**src/rtl/led_blink_sequencer.sv**
```systemverilog
// Command-driven LED blink sequencer: accepts a {count, on, off} job on a start
// handshake, plays it on led_out in prescaled ticks, and pulses done_out at the end.
module led_blink_sequencer #(
  parameter int unsigned TICK_DIV = 100_000,
  parameter int unsigned DUR_W    = 8,
  parameter int unsigned CNT_W    = 4
) (
  input  logic             clk_in,
  input  logic             rst_in,
  input  logic             start_in,
  input  logic [DUR_W-1:0] on_ticks_in,
  input  logic [DUR_W-1:0] off_ticks_in,
  input  logic [CNT_W-1:0] count_in,
  input  logic             abort_in,
  output logic             led_out,
  output logic             busy_out,
  output logic             done_out,
  output logic [CNT_W-1:0] blinks_left_out
);

  localparam int unsigned PW = $clog2(TICK_DIV);
  localparam logic [PW-1:0] PRESC_MAX = PW'(TICK_DIV - 1);
  localparam logic [DUR_W-1:0] DUR_ONE = DUR_W'(1);

  typedef enum logic [1:0] {
    S_IDLE,
    S_ON,
    S_OFF,
    S_DONE
  } state_e;

  state_e           state_q, state_d;
  logic [PW-1:0]    presc_q, presc_d;
  logic [DUR_W-1:0] dur_q, dur_d;
  logic [DUR_W-1:0] on_q, on_d;
  logic [DUR_W-1:0] off_q, off_d;
  logic [CNT_W-1:0] blinks_q, blinks_d;
  logic             running;
  logic             tick;
  logic [DUR_W-1:0] on_fix;
  logic [DUR_W-1:0] off_fix;

  always_ff @(posedge clk_in) begin
    if (rst_in) begin
      state_q  <= S_IDLE;
      presc_q  <= '0;
      dur_q    <= '0;
      on_q     <= '0;
      off_q    <= '0;
      blinks_q <= '0;
    end else begin
      state_q  <= state_d;
      presc_q  <= presc_d;
      dur_q    <= dur_d;
      on_q     <= on_d;
      off_q    <= off_d;
      blinks_q <= blinks_d;
    end
  end

  // Zero-length phases would never see their tick; they are stretched to one tick.
  assign on_fix  = (on_ticks_in  == '0) ? DUR_ONE : on_ticks_in;
  assign off_fix = (off_ticks_in == '0) ? DUR_ONE : off_ticks_in;

  assign running = (state_q == S_ON) || (state_q == S_OFF);
  assign tick    = running && (presc_q == PRESC_MAX);

  always_comb begin
    state_d  = state_q;
    dur_d    = dur_q;
    on_d     = on_q;
    off_d    = off_q;
    blinks_d = blinks_q;
    presc_d  = '0;
    if (running) begin
      presc_d = tick ? '0 : presc_q + 1'b1;
    end

    unique case (state_q)
      S_IDLE: begin
        if (start_in && !abort_in) begin
          on_d     = on_fix;
          off_d    = off_fix;
          dur_d    = on_fix;
          blinks_d = count_in;
          presc_d  = '0;
          state_d  = (count_in == '0) ? S_DONE : S_ON;
        end
      end
      S_ON: begin
        if (abort_in) begin
          state_d  = S_IDLE;
          blinks_d = '0;
          presc_d  = '0;
        end else if (tick) begin
          if (dur_q == DUR_ONE) begin
            state_d  = S_OFF;
            dur_d    = off_q;
            blinks_d = blinks_q - 1'b1;
          end else begin
            dur_d = dur_q - 1'b1;
          end
        end
      end
      S_OFF: begin
        if (abort_in) begin
          state_d  = S_IDLE;
          blinks_d = '0;
          presc_d  = '0;
        end else if (tick) begin
          if (dur_q == DUR_ONE) begin
            if (blinks_q == '0) begin
              state_d = S_DONE;
            end else begin
              state_d = S_ON;
              dur_d   = on_q;
            end
          end else begin
            dur_d = dur_q - 1'b1;
          end
        end
      end
      S_DONE: begin
        state_d = S_IDLE;
        if (abort_in) begin
          blinks_d = '0;
        end
      end
      default: begin
        state_d  = S_IDLE;
        blinks_d = '0;
      end
    endcase
  end

  assign led_out         = (state_q == S_ON);
  assign busy_out        = (state_q != S_IDLE);
  assign done_out        = (state_q == S_DONE);
  assign blinks_left_out = blinks_q;

endmodule

```
**config.mk**
```make
export PLATFORM = sky130hd
export DESIGN_NAME = led_blink_sequencer
export DESIGN_NICKNAME = d
export VERILOG_FILES = /design/src/rtl/led_blink_sequencer.sv
export SDC_FILE = /design/constraint.sdc
export NUM_CORES = 1
export LEC_CHECK = 0
export BUFFER_PORTS_ARGS = -buffer_cell sky130_fd_sc_hd__buf_2
export CORE_ASPECT_RATIO = 1.4
export CORE_MARGIN = 3
export CORE_UTILIZATION = 51
export DETAILED_ROUTE_END_ITERATION = 8
export MAX_ROUTING_LAYER = met4
export PLACE_DENSITY = 0.7
export SETUP_SLACK_MARGIN = 0.1
export SLEW_MARGIN = 10
export SYNTH_ARGS = -nofsm -noshare
export SYNTH_HDL_FRONTEND = slang
export SYNTH_SLANG_ARGS = --single-unit
```
**constraint.sdc**
```tcl
create_clock -name clk_in -period 3.7 [get_ports clk_in]
set_clock_uncertainty 0.2 [all_clocks]
set_input_delay 0.74 -clock clk_in [delete_from_list [all_inputs] [get_ports clk_in]]
set_output_delay 0.74 -clock clk_in [all_outputs]
set_load 0.1 [all_outputs]
```
==> impl_metrics.csv <==
group,metric,value,unit
logic_synthesis,synth_top_area_share,36.0,%
logic_synthesis,syn_inst,323,
clocking,ctsHtreeMaxLevel,2,
die,die_h,90.7,um
clocking,clkLatencyLatePin,0.30,ns
final_layout,drive_gt1_share,14.5,%
logic_synthesis,synth-seq-cells,47,
timing,hold_viol_final,0,
logic_synthesis,async_flop_share,0,%
routing,dr.pass1.iters,4,
routing,vias,2409,
setup_path,rr_startpoint,"state_q[0]",
grt,grt_overflow_total,0,
setup_path,end_kind,"flip-flop",
setup_path,worst_setup_path_start_kind,"flip-flop",
outcome,status,"finished clean",
logic_synthesis,synth_top_area_cell,"dfxtp_1",
logic_synthesis,syn-num-nets,355,
final_layout,n_antenna_cell,0,
setup_path,r2r_cells,7,
timing,final-setup-viol-count,0,
final_layout,utilization,58.8,%
setup_path,timing.setup.critical_path_class,"reg -> reg",
setup_path,crit_required,3.71,ns
timing,fmax,332,MHz
timing,final.setup.tns,0,ns
place,dp_cells,403,
clocking,clock_sinks,47,
die,dieArea,6030,um2
logic_synthesis,yosysMostFrequentCell,"dfxtp_1",
setup_path,reg2reg_slack,0.69,ns
die,start_util,53.1,%
die,row_count,30,
logic_synthesis,netlist_area,2610,um2
grt,grtUsageTotal,22.2,%
logic_synthesis,ys_top_cells_by_count,"dfxtp_1 (47), nand2_1 (40), nor2_1 (36), a21oi_1 (25), inv_1 (13)",
timing,hold_slack,0.262,ns
routing,wirelength,6250,um
logic_synthesis,synth-seq-area-share,36.0,%
routing,final_antenna_net_count,0,
logic_synthesis,syn_avg_cell_area,8.09,um2
clocking,cts_tree,"yes",
final_layout,instances_no_fill,410,
final_layout,fill_cells,485,
clocking,postCtsSetupBuffers,0,
timing,period_needed,3.01,ns
place,gp_congestion,0.813,
clocking,cts-hold-fix-buffers,0,
place,port_buffers,30,
place,hpwl,4650,um
routing,drt_iter0_markers,206,
pwr,peakVddDrop,0.349,mV
min_path,hp-class,"reg -> reg",
grt,grt_antenna_before_repair,0,
grt,grt_pass1_vias,2262,
timing,worst_pin_slew,0.892,ns
pwr,leakage,1.02,nW
setup_path,rr_endpoint,"dur_q[5]",
timing,rsz0062_at_grt,"false",
grt,grt_start_max_net_pins,33,
logic_synthesis,yosysWarnings,0,
grt,grt_pass1_wl,10500,um
setup_path,path_max_fanout,18,
clocking,cts_made_buffers,5,
pwr,power.density,834,nW/um2
setup_path,cp-startpoint,"state_q[0]",
routing,wl_per_cell,15.3,um
setup_path,cp.arrival,3.02,ns
timing,finalCritPeriodShare,81.3,%
timing,drv_slew,0,
final_layout,fin_nets,378,
job,cap_violations,0,
clocking,cts-resized-gates,0,
clocking,cts_buffer_depth,2,
die,chipWidth,66.5,um
logic_synthesis,yosys-top-cells-area,"dfxtp_1 (36%), nand2_1 (5.7%), nor2_1 (5.2%)",
die,ioPinCount,31,
timing,maxSlewHeadroom,40.5,%
die,core,4920,um2
logic_synthesis,synth_flop_cell,"dfxtp_1",
logic_synthesis,synth-edff-count,0,
clocking,path_clk_slew,0.10,ns
clocking,ctsRootBufferMaster,"clkbuf_8",
routing,drc,0,
setup_path,crit_end,"dur_q[5]",
routing,vias_per_cell,5.88,
final_layout,area_delta_synth_final,10.7,%
logic_synthesis,ys_types,56,
metrics by stage:
stage | total power, mW | worst slack [ns] | instance area [um2]
6_report | 2.41 | 0.690 | 2890
4_1_cts | 2.42 | 0.684 | 2890
3_5_place_dp | 2.04 | 0.708 | 2790
2_1_floorplan | 1.77 | 0.893 | 2610
5_1_grt | 2.57 | 0.459 | 2890
3_3_place_gp | 2.02 | 0.826 | 2790
cells by family (layout without fill, tap and decap cells):
group / Yosys count / after routing / synth area share, %
compound gates: 88 / 88 / 24.0
xor+xnor: 18 / 18 / 6.03
fa+ha+maj: 8 / 8 / 3.83
buf+inv: 29 / 52 / 4.60
flops: 47 / 47 / 36.0
simple gates: 133 / 133 / 25.5
critical path, stage by stage, from the launching register on:
cell	delay (ns)
dfxtp_1	0.37
inv_1	0.09
ha_1	0.61
or4bb_1	0.45
or3_4	0.39
o31ai_4	0.38
nand2_2	0.10
o41ai_2	0.33
routing by layer:
layer	vias to the layer above	GRT usage (%)	part of all wire [%]
met5	-	-	0
met4	0	6.95	1.2
met3	5	2.62	2.5
met2	37	35.2	51
met1	1143	29.3	45
li1	1224	-	-
sequential cells by signal, summed over array words and instances, names as in the netlist:
register / flops
blinks_left_out: 4
on_q: 8
off_q: 8
presc_q: 17
dur_q: 8
state_q: 2
layout make-up:
type	instances	area [um2]	area share (%)
multi-input combinational	247	1550	53.6
sequential	47	941	32.5
timing repair buffer	32	165	5.71
tap	64	80.1	2.77
clock buffer	5	68.8	2.38
inverter	13	48.8	1.69
clock inverter	2	37.5	1.30
power by group:
part	total (mW)	leakage, nW	switching [mW]	internal (mW)
Sequential	0.710	0.383	0.107	0.604
Combinational	1.33	0.584	0.902	0.426
Clock	0.376	0.0502	0.178	0.198
worst min-delay path by stage:
stage / startpoint / end / slack, ns / cells past startpoint
final: on_q[5] / on_q[5] / 0.26 / 2
after detailed placement: on_q[6] / on_q[6] / 0.25 / 2
after floorplan: presc_q[0] / presc_q[0] / 0.23 / 1
after global routing: on_q[6] / on_q[6] / 0.28 / 2
after CTS: on_q[6] / on_q[6] / 0.26 / 2
after global placement: on_q[5] / on_q[5] / 0.24 / 2
layout by cell type (no fill, tap or decap), types with 7 or more instances in the layout:
master,netlist,routed
nand3_1,9,9
buf_2,3,30
a21oi_1,25,25
ha_1,8,8
inv_1,13,13
dfxtp_1,47,47
xor2_1,11,11
xnor2_1,7,7
o211ai_1,7,7
o31ai_1,10,10
o21ai_0,9,9
nor3_1,8,8
nand2_1,40,40
nor2_1,36,36
nand4_1,7,7
Note: power is estimated with default switching activity, not from simulation.
